[config.mk]
export PLATFORM = sky130hd
export DESIGN_NAME = tea_decrypt_core_flat
export DESIGN_NICKNAME = d
export VERILOG_FILES = /design/src/rtl/tea_decrypt_core_if.sv /design/src/rtl/tea_decrypt_core.sv /design/src/flat_wrapper.sv
export SDC_FILE = /design/constraint.sdc
export NUM_CORES = 1
export LEC_CHECK = 0
export BUFFER_PORTS_ARGS = -buffer_cell sky130_fd_sc_hd__buf_2
export CAP_MARGIN = 10
export CORE_MARGIN = 5
export CORE_UTILIZATION = 60
export DETAILED_ROUTE_END_ITERATION = 6
export GPL_ROUTABILITY_DRIVEN = 0
export GPL_TIMING_DRIVEN = 0
export PLACE_DENSITY = 0.82
export REMOVE_ABC_BUFFERS = 1
export SLEW_MARGIN = 20
export SYNTH_ARGS = -nofsm -noshare
export SYNTH_HDL_FRONTEND = slang
export SYNTH_SLANG_ARGS = --single-unit
[constraint.sdc]
create_clock -name clk -period 28.1 [get_ports clk]
set_input_delay 4.215 -clock clk [delete_from_list [all_inputs] [get_ports clk]]
set_output_delay 4.215 -clock clk [all_outputs]
set_load 0.1 [all_outputs]
[src/rtl/tea_decrypt_core_if.sv]
// Handshake bundle for the TEA decryption core: ciphertext/key input
// channel and plaintext output channel, each with valid/ready.
interface tea_decrypt_core_if;
    logic         in_valid;
    logic         in_ready;
    logic [31:0]  in_v0;
    logic [31:0]  in_v1;
    logic [127:0] in_key;
    logic         out_valid;
    logic         out_ready;
    logic [31:0]  out_v0;
    logic [31:0]  out_v1;

    // Producer/consumer side (drives ciphertext, accepts plaintext)
    modport master (
        output in_valid, in_v0, in_v1, in_key, out_ready,
        input  in_ready, out_valid, out_v0, out_v1
    );

    // Core side
    modport slave (
        input  in_valid, in_v0, in_v1, in_key, out_ready,
        output in_ready, out_valid, out_v0, out_v1
    );
endinterface

[src/rtl/tea_decrypt_core.sv]
// Iterative TEA block decryptor: one decryption round per clock.
// A block is captured in IDLE, ROUNDS rounds run in ROUND, and the
// plaintext is held in DONE until the consumer takes it.
module tea_decrypt_core #(
    parameter int unsigned ROUNDS = 32,
    parameter logic [31:0] DELTA  = 32'h9E3779B9
) (
    input  logic              clk,
    input  logic              reset,
    tea_decrypt_core_if.slave bus,
    output logic              busy
);

    typedef enum logic [1:0] {
        IDLE  = 2'd0,
        ROUND = 2'd1,
        DONE  = 2'd2
    } state_t;

    // Starting sum for decryption is the sum the encryptor ended with.
    localparam logic [63:0] SUM_FULL = 64'(DELTA) * 64'(ROUNDS);
    localparam logic [31:0] SUM_INIT = SUM_FULL[31:0];
    localparam logic [5:0]  LAST_CNT = 6'(ROUNDS - 1);

    state_t      state_q, state_d;
    logic [31:0] v0_q, v1_q, sum_q;
    logic [5:0]  cnt_q;
    logic [31:0] key_q  [4];
    logic [31:0] key_in [4];
    logic [31:0] out_v0_q, out_v1_q;

    logic [31:0] f1, v1_rnd, f2, v0_rnd;
    logic        accept;
    logic        last_round;

    // Split the 128-bit key into k0..k3 (k0 is the most significant word)
    generate
        for (genvar gi = 0; gi < 4; gi++) begin : g_key
            assign key_in[gi] = bus.in_key[127 - 32*gi -: 32];
        end
    endgenerate

    assign accept     = (state_q == IDLE) && bus.in_valid;
    assign last_round = (cnt_q == LAST_CNT);

    // State register; reset forces IDLE immediately
    always_ff @(posedge clk or posedge reset) begin
        if (reset) begin
            state_q <= IDLE;
        end else begin
            state_q <= state_d;
        end
    end

    // Next-state logic
    always_comb begin
        state_d = state_q;
        case (state_q)
            IDLE:    if (bus.in_valid)  state_d = ROUND;
            ROUND:   if (last_round)    state_d = DONE;
            DONE:    if (bus.out_ready) state_d = IDLE;
            default: state_d = IDLE;
        endcase
    end

    // One decryption round: v1 first, then v0 using the new v1
    always_comb begin
        f1     = ((v0_q << 4) + key_q[2]) ^ (v0_q + sum_q) ^ ((v0_q >> 5) + key_q[3]);
        v1_rnd = v1_q - f1;
        f2     = ((v1_rnd << 4) + key_q[0]) ^ (v1_rnd + sum_q) ^ ((v1_rnd >> 5) + key_q[1]);
        v0_rnd = v0_q - f2;
    end

    // Datapath: capture on accept, iterate in ROUND, publish on the last round
    always_ff @(posedge clk or posedge reset) begin
        if (reset) begin
            v0_q     <= '0;
            v1_q     <= '0;
            sum_q    <= '0;
            cnt_q    <= '0;
            out_v0_q <= '0;
            out_v1_q <= '0;
            for (int i = 0; i < 4; i++) begin
                key_q[i] <= '0;
            end
        end else if (accept) begin
            v0_q  <= bus.in_v0;
            v1_q  <= bus.in_v1;
            sum_q <= SUM_INIT;
            cnt_q <= '0;
            for (int i = 0; i < 4; i++) begin
                key_q[i] <= key_in[i];
            end
        end else if (state_q == ROUND) begin
            v0_q  <= v0_rnd;
            v1_q  <= v1_rnd;
            sum_q <= sum_q - DELTA;
            cnt_q <= cnt_q + 6'd1;
            if (last_round) begin
                out_v0_q <= v0_rnd;
                out_v1_q <= v1_rnd;
            end
        end
    end

    assign bus.in_ready  = (state_q == IDLE);
    assign bus.out_valid = (state_q == DONE);
    assign bus.out_v0    = out_v0_q;
    assign bus.out_v1    = out_v1_q;
    assign busy          = (state_q == ROUND);

endmodule

[src/flat_wrapper.sv]
// flat-port wrapper written by rule: the top's interface ports become plain ports
module tea_decrypt_core_flat 
#(
    parameter int unsigned ROUNDS = 32,
    parameter logic [31:0] DELTA  = 32'h9E3779B9
)
  (clk, reset, busy, bus_in_valid, bus_in_v0, bus_in_v1, bus_in_key, bus_out_ready, bus_in_ready, bus_out_valid, bus_out_v0, bus_out_v1);
  tea_decrypt_core_if bus_i ();
  input  logic clk;
  input  logic reset;
  output logic busy;
  input wire logic [$bits(bus_i.in_valid)-1:0] bus_in_valid;
  input wire logic [$bits(bus_i.in_v0)-1:0] bus_in_v0;
  input wire logic [$bits(bus_i.in_v1)-1:0] bus_in_v1;
  input wire logic [$bits(bus_i.in_key)-1:0] bus_in_key;
  input wire logic [$bits(bus_i.out_ready)-1:0] bus_out_ready;
  output wire logic [$bits(bus_i.in_ready)-1:0] bus_in_ready;
  output wire logic [$bits(bus_i.out_valid)-1:0] bus_out_valid;
  output wire logic [$bits(bus_i.out_v0)-1:0] bus_out_v0;
  output wire logic [$bits(bus_i.out_v1)-1:0] bus_out_v1;
  assign bus_i.in_valid = bus_in_valid;
  assign bus_i.in_v0 = bus_in_v0;
  assign bus_i.in_v1 = bus_in_v1;
  assign bus_i.in_key = bus_in_key;
  assign bus_i.out_ready = bus_out_ready;
  assign bus_in_ready = bus_i.in_ready;
  assign bus_out_valid = bus_i.out_valid;
  assign bus_out_v0 = bus_i.out_v0;
  assign bus_out_v1 = bus_i.out_v1;
  tea_decrypt_core #(.ROUNDS(ROUNDS), .DELTA(DELTA)) u_core (.clk(clk), .reset(reset), .bus(bus_i), .busy(busy));
endmodule
Word-level counts from Yosys, hierarchy flattened
Cells that the tools add are included.
- bits in registers: 296
- latch bits: 0
- RAM bits: 0
- bits in read-only memories: 0
- input bits: 196
- logic and storage cells: 49
- memories kept: 0
- add/sub/neg operators: 10
- $mul: 0
- div/mod/pow operators: 0
- $lt $le $gt $ge: 0
- equality and inequality tests: 6
- shift operators: 0
- mux-type cells: 12
- bitwise logic cells: 5
- reduce and logical (&&, ||, !) cells: 5
- operator list (operator ; number):
    $mux 32 ; 6
    $add 32x32->32 ; 4
    $xor 32x32->32 ; 4
    $add 27x32->32 ; 2
    $sub 32x32->32 ; 2
    $sub 32x32->32 const B ; 1
    $mux 6 ; 2
    $add 6x1->6 const B ; 1
    $eq 6x5->1 const B ; 1
    $mux 2 ; 3
    $pmux 2 s3 ; 1
    $reduce_and 3->1 ; 2
    $ne 2x2->1 const B ; 2
    $eq 2x1->1 const B ; 1
    $eq 2x2->1 const B ; 1
    $logic_not 2->1 ; 1
    $ne 2x1->1 const B ; 1
    $reduce_bool 2->1 ; 1
    $logic_and 1x1->1 ; 1
    $not 1->1 ; 1

Depth between registers and ports, before layout
Gate-level depths: netlist of run 1.
- word-level depth: 10
- depth in mapped cells: 45
- depth with buffers taken out: 45

Worst setup path before layout of run 1
No wires, ideal clock.
- path type: register to register
- start: register u_core.v0_q[1]
- end: register u_core.out_v0_q[31], in the netlist u_core.bus.out_v0[31]
- library setup time: 0.077 ns
- data arrival time: 7.857 ns
- data required time: 28.023 ns
- path slack: 20.166 ns
- stages on the path, launching flop included: 42
- period minus slack after synthesis: 7.934 ns
- cell sequence: dfrtp_1 -> ha_1 -> a211oi_1 -> o21ai_1 -> a311oi_1 -> o21ai_1 -> a21o_1 -> a21o_1 -> a21o_1 -> a21o_1 -> a21o_1 -> a21oi_1 -> xnor2_1 -> ha_1 -> nand2_1 -> nor2_1 -> nand2_1 -> or3b_1 -> [... 6 more ...] -> ha_1 -> nand2_1 -> nor3_1 -> a221oi_1 -> o21ai_0 -> a41o_1 -> a21oi_1 -> xor2_1 -> xnor2_1 -> ha_1 -> and4_1 -> nand2_1 -> o41ai_1 -> o22ai_1 -> xnor3_1 -> xnor2_1 -> xnor3_1 -> o21ai_1
- cells in the longest elaborated chain, start to end: 8
- ends and longest elaborated chain (what ; line ; RTL):
    from (decl) ; tea_decrypt_core.sv:26 ; logic [31:0] v0_q, v1_q, sum_q;
    from (signal assigned) ; tea_decrypt_core.sv:87 ; v0_q <= bus.in_v0;
    from (signal assigned) ; tea_decrypt_core.sv:95 ; v0_q <= v0_rnd;
    $add 32x32->32 ; tea_decrypt_core.sv:68 ; f1 = ((v0_q << 4) + key_q[2]) ^ (v0_q + sum_q) ^ ((v0_q >> 5) + key_q[3]);
    $xor 32x32->32 * (2 in series) ; tea_decrypt_core.sv:68 ;
    $sub 32x32->32 * ; tea_decrypt_core.sv:69 ; v1_rnd = v1_q - f1;
    net u_core.v1_rnd[29] ; tea_decrypt_core.sv:32 ; logic [31:0] f1, v1_rnd, f2, v0_rnd;
    $add 32x32->32 ; tea_decrypt_core.sv:70 ; f2 = ((v1_rnd << 4) + key_q[0]) ^ (v1_rnd + sum_q) ^ ((v1_rnd >> 5) + key_q[1]);
    $xor 32x32->32 ; tea_decrypt_core.sv:70 ;
    $xor 32x32->32 * ; tea_decrypt_core.sv:70 ;
    $sub 32x32->32 * ; tea_decrypt_core.sv:71 ; v0_rnd = v0_q - f2;
    to (signal assigned) ; tea_decrypt_core.sv:100 ; out_v0_q <= v0_rnd;
    to (decl) ; tea_decrypt_core.sv:30 ; logic [31:0] out_v0_q, out_v1_q;
The timed path passes the listed nets; every way through them passes the cells marked *.
A chain may end at the register's enable or synchronous reset.

Worst setup path after layout of run 1
- start: register u_core.v0_q[5]
- end: register u_core.out_v0_q[31], in the netlist u_core.bus.out_v0[31]
- cells in the longest elaborated chain, start to end: 8
- ends and longest elaborated chain (what ; line):
    $add 32x32->32 ; tea_decrypt_core.sv:68
    $xor 32x32->32 ; tea_decrypt_core.sv:68
    $xor 32x32->32 * ; tea_decrypt_core.sv:68
    $sub 32x32->32 * ; tea_decrypt_core.sv:69
    net u_core.v1_rnd[25] ; tea_decrypt_core.sv:32
    $add 32x32->32 ; tea_decrypt_core.sv:70
    $xor 32x32->32 ; tea_decrypt_core.sv:70
    $xor 32x32->32 * ; tea_decrypt_core.sv:70
    $sub 32x32->32 * ; tea_decrypt_core.sv:71
Marked as above.

==> results.yml, run 1 <==
synth:
  ys.flop_type: "dfrtp_1"
  syn_avg_cell_area_um2: 8.42
  synthCells: 2811
  synth_edf_count: 0
  yosysTopAreaCell: "dfrtp_1"
  synth.area.top_cells: "dfrtp_1, ha_1, xnor2_1, nand2_1, o21ai_0"
  synth.most_common_cell: "nand2_1"
  yosys_warnings: 0
  yosysTopAreaCellShare_pct: 31.3
  synthDistinctLibCells: 67
  ys_seq_elements: 296
  synth_common_cells: "nand2_1, xnor2_1, dfrtp_1"
  async_flop_share_pct: 100
  yosysSeqAreaShare_pct: 31.3
  synth_area_um2: 23700
clock_network:
  clkSinkCount: 296
  cts_resized: 0
  holdBufCountCts: 0
  h-tree-depth: 2
  cts-root-buf: "clkbuf_16"
  clock_latency_ps: 560
  cts_tree: "yes"
  cts_buffers: 35
  clkTransAtPathRegs_ps: 60
  cts_buffer_depth: 3
  post_cts_buffers: 0
final_layout:
  drive_gt1_share_pct: 11.9
  fill_cells: 3040
  num-nets-final: 3496
  area_delta_synth_final_pct: 13.5
  n_antenna_cell: 0
  fin_cells: 3590
floorplanning:
  dieArea_um2: 43500
  rows: 72
  die_h_um: 209
  ios: 263
  core_area_um2: 38800
  die-width_um: 209
  initial_core_util_pct: 61.0
setup_path:
  critPathMaxFanout: 6
  setup.worst_path.class: "flip-flop to flip-flop"
  end_kind: "flip-flop"
  start_kind: "flip-flop"
  path_delay_family: "compound AO/OA/AOI/OAI gates"
  path_buf_inv: 1
  slowest_delay_ps: 820
  arrival_ps: 10760
  critPathRequiredTime_ps: 28580
  critical-path-slowest-cell: "xor2_1"
sta:
  relSlewSlack_pct: 30.2
  rsz0062_at_grt: "false"
  fin_crit_sh_pct: 36.6
  drv_slew: 0
  finalSetupTns_ps: 0
  hold_slack_ps: 478
  fin_skew_ps: 15.9
  hold_viol_final: 0
  fmax_ghz: 0.0973
  setup_viol: 0
  tightest_slew_ps: 1040
  finalCriticalPeriod_ps: 10280
global_route:
  antenna_found_initial: 0
  grt_use_total_pct: 32.7
  grt_pass1_vias: 22300
  grt_pass1_wl_um: 117000
  grt_max_degree: 104
  grt_overflow: 0
route:
  drtPass1Iterations: 6
  ant_nets: 0
  vias: 22600
  drc_errors: 0
  drt_wl_total_um: 73900
  via_per_inst: 6.30
  drt_iter0_drc: 2650
  wl_per_cell_um: 20.6
placement:
  dp.cells: 3530
  dpl.hpwl_um: 56100
  numPortBuffers: 262
worst_hold_path:
  hold_class: "flip-flop to flip-flop"
status:
  status: "complete, no violations"
job:
  cap_violations: 0
-- area by class of cell --
| cell class | count | area (um2) | area share (%) |
|---|---|---|---|
| clock buffers | 50 | 1020 | 3.81 |
| clock inverters | 10 | 131 | 0.489 |
| inverters | 96 | 368 | 1.37 |
| multi-input cells | 2346 | 15700 | 58.3 |
| flip-flops and latches | 296 | 7410 | 27.6 |
| well taps | 518 | 648 | 2.41 |
| repair buffers | 274 | 1630 | 6.05 |
-- metal layers --
layer	track usage (%)	wire (um)	part of all wire, %
met1	44.5	30000	41
met2	52.2	33200	45
met3	5.19	7110	9.6
met4	14.1	3630	4.9
met5	0	0	0
-- flip-flops by register name, indices dropped and copies added, names as in the netlist --
register,cells
u_core.key_q,128
u_core.bus.out_v0,32
u_core.bus.out_v1,32
u_core.sum_q,32
u_core.v0_q,32
u_core.v1_q,32
u_core.cnt_q,6
u_core.state_q,2
-- cell families after synthesis --
group | synth area share [%]
simple gates | 16.2
buf+inv | 2.68
flops | 31.3
compound gates | 21.4
fa+ha+maj | 13.5
xor+xnor | 14.0
mux | 0.946
-- through the flow --
| step | instance area (um2) | worst slack (ps) | util, % |
|---|---|---|---|
| after global placement | 25400 | 10990 | 65.3 |
| after floorplan | 23400 | 15710 | - |
| after global routing | 26900 | 17290 | 69.2 |
| final | 26900 | 17820 | 69.2 |
| after CTS | 26900 | 18080 | 69.2 |
| after detailed placement | 25700 | 18130 | 66.2 |
-- cell usage in the layout (no fill, tap or decap), types with 12 or more instances in the layout --
master and count:
a21o_1 127, dfrtp_1 296, clkbuf_16 37, ha_1 243, o21bai_1 36, a211oi_1 14
or3_1 12, a31oi_1 23, o21ai_1 25, buf_2 262, xor2_1 69, nand4_1 25
o211ai_1 20, mux2_2 19, and3_1 21, nand3_1 53, o31ai_1 15, o21ai_0 199
nor2_1 102, a21oi_1 192, o21a_1 26, nand2b_1 20, xnor2_1 298, a22oi_1 51
nor2b_1 25, nand2_1 579, nor3_1 27, inv_1 94
-- path summary, 6_finish.rpt --
check                      slack, ps                                end  cells after the start                              start
setup / recovery               17820  u_core.bus.out_v0[31]$_DFFE_PP0P_                     41         u_core.v0_q[5]$_DFFE_PP0P_
min in group asynchronous       3800        u_core.cnt_q[3]$_DFFE_PP0P_                      3                              reset
hold reg to reg                  480  u_core.bus.out_v0[21]$_DFFE_PP0P_                      2  u_core.bus.out_v0[21]$_DFFE_PP0P_
max in group asynchronous      23380        u_core.v0_q[20]$_DFFE_PP0P_                      4                              reset
setup reg to reg               17820  u_core.bus.out_v0[31]$_DFFE_PP0P_                     41         u_core.v0_q[5]$_DFFE_PP0P_
hold / removal                   480  u_core.bus.out_v0[21]$_DFFE_PP0P_                      2  u_core.bus.out_v0[21]$_DFFE_PP0P_
-- worst reg2reg max path: cells and delay by family (launching register included) --
family | cells | cell delay [ps]
compound gates | 19 | 3930
flops | 1 | 510
xor+xnor | 8 | 2460
simple gates | 8 | 1370
buf+inv | 1 | 50
fa+ha+maj | 5 | 1900
Power of run 1 is left out: the tool's default activity adds up to more than one toggle a clock period on the data nets, which glitch-free logic cannot reach.
==> run 2: changes to the inputs <==
Clock period 28.1 ns to 9.6 ns, I/O delays scaled along.
==> results.yml, run 2 (synthesized netlist as in run 1, its figures left out) <==
setup_path:
  critPathRequiredTime_ps: 10080
  critPathMaxFanout: 6
  r2r_cells: 41
  r2r_start: "u_core.v0_q[0]$_DFFE_PP0P_"
  slowest_delay_ps: 750
  r2r_slack_ps: 70
  end_kind: "flip-flop"
  arrival_ps: 10010
  timing.rr.end: "u_core.bus.out_v0[31]$_DFFE_PP0P_"
  start_kind: "flip-flop"
  crit_top_cell: "a21o_1"
  critical-path-slowest-cell: "xnor2_1"
  setup.worst_path.class: "flip-flop to flip-flop"
placement:
  numPortBuffers: 262
  dp_slack_ps: -371
  dp.cells: 3530
  dpl.hpwl_um: 56100
sta:
  fin_skew_ps: 18.4
  fin_crit_sh_pct: 99.2
  hold_viol_final: 0
  setup_viol: 0
  finalCriticalPeriod_ps: 9530
  setup_slack_ps: 73.3
  fmax_ghz: 0.105
  tightest_slew_ps: 945
  relSlewSlack_pct: 36.5
  drv_slew: 0
global_route:
  antenna_found_initial: 0
  grt_use_total_pct: 32.8
  grt_pass1_vias: 22500
  grt_use_met2_pct: 52.2
  met1_usage_pct: 44.4
  grt_max_degree: 104
  gr-usage-met3_pct: 5.40
  grt_pass1_wl_um: 117000
  grt_overflow: 0
  busiest_layer: "met2"
route:
  drt_iter0_drc: 2664
  drc_errors: 0
  ant_nets: 0
  drtPass1Iterations: 6
  vias: 22800
  wl_per_cell_um: 20.9
  drt_wl_total_um: 75400
  via_per_inst: 6.34
clock_network:
  cts_buffer_depth: 3
  clock_latency_ps: 560
  clkTransAtPathRegs_ps: 60
  h-tree-depth: 2
  cts-root-buf: "clkbuf_16"
  cts_buffers: 35
  clkSinkCount: 296
  cts_tree: "yes"
worst_hold_path:
  hold_path_startpoint: "u_core.bus.out_v0[21]$_DFFE_PP0P_"
  hold_end: "u_core.bus.out_v0[21]$_DFFE_PP0P_"
  min_path_cells: 2
  hold_class: "flip-flop to flip-flop"
floorplanning:
  die-width_um: 209
  dieArea_um2: 43500
  rows: 72
  ios: 263
  initial_core_util_pct: 61.0
  die_h_um: 209
  core_area_um2: 38800
final_layout:
  fin_cells: 3603
  drive_gt1_share_pct: 14.3
  final_cell_mix: "nand2_1, dfrtp_1, xnor2_1"
  layout_commonest_cell: "nand2_1"
  num-nets-final: 3509
  area_delta_synth_final_pct: 15.6
  largest_reg_flops: 128
  n_antenna_cell: 0
  largest-register: "u_core.key_q"
status:
  status: "complete, no violations"
job:
  cap_violations: 0
run 2: cell type report:
type | instances | area (um2)
Inverter | 96 | 368
Clock inverter | 10 | 131
Multi-Input combinational cell | 2346 | 16100
Sequential cell | 296 | 7410
Tap cell | 518 | 648
Clock buffer | 50 | 1020
Fill cell | 2929 | 11400
Timing Repair Buffer | 287 | 1720
run 2: timing repair:
item	4_1_cts	5_1_grt
resized for setup	17	57
hold buffers	0	0
pin swaps	2	11
setup buffers	2	11
hold endpoints to repair	0	0
setup endpoints to repair	2	13
run 2: how the worst max path moves through the flow:
stage,startpoint,end,slack [ps],depth (start not counted)
finish,u_core.v0_q[0]$_DFFE_PP0P_,u_core.bus.out_v0[31]$_DFFE_PP0P_,70,41
global route,u_core.v0_q[0]$_DFFE_PP0P_,u_core.v0_q[31]$_DFFE_PP0P_,-70,41
CTS,u_core.sum_q[0]$_DFFE_PP0P_,u_core.bus.out_v0[31]$_DFFE_PP0P_,40,44
detailed placement,u_core.v0_q[5]$_DFFE_PP0P_,u_core.bus.out_v0[31]$_DFFE_PP0P_,-370,42
global placement,bus_in_valid,u_core.v1_q[6]$_DFFE_PP0P_,-4730,5
floorplan,reset,u_core.bus.out_v0[0]$_DFFE_PP0P_,-20,1
run 2: critical path: cells and delay by family (launching register included):
family | cells | cell delay, ps
flops | 1 | 450
simple gates | 8 | 1210
compound gates | 21 | 3490
xor+xnor | 7 | 2490
fa+ha+maj | 5 | 1790
run 2: layer usage:
layer  vias up  share of wire, %
met4         0               5.3
met3       306                10
met2      1336                45
li1      10400                 -
met5         -                 0
met1     10800                40
run 2: metrics by stage:
| stage | area (um2) | setup TNS (ps) | utilization [%] | hold WS [ps] |
|---|---|---|---|---|
| finish | 27400 | 0 | 70.5 | 480 |
| global route | 27400 | -128 | 70.5 | 504 |
| CTS | 27000 | 0 | 69.5 | 484 |
| detailed placement | 25700 | -737 | 66.2 | 470 |
| global placement | 25400 | -1193880 | 65.3 | 460 |
| floorplan | 23400 | -4680 | - | 450 |
Power of run 2 is left out for the same reason.
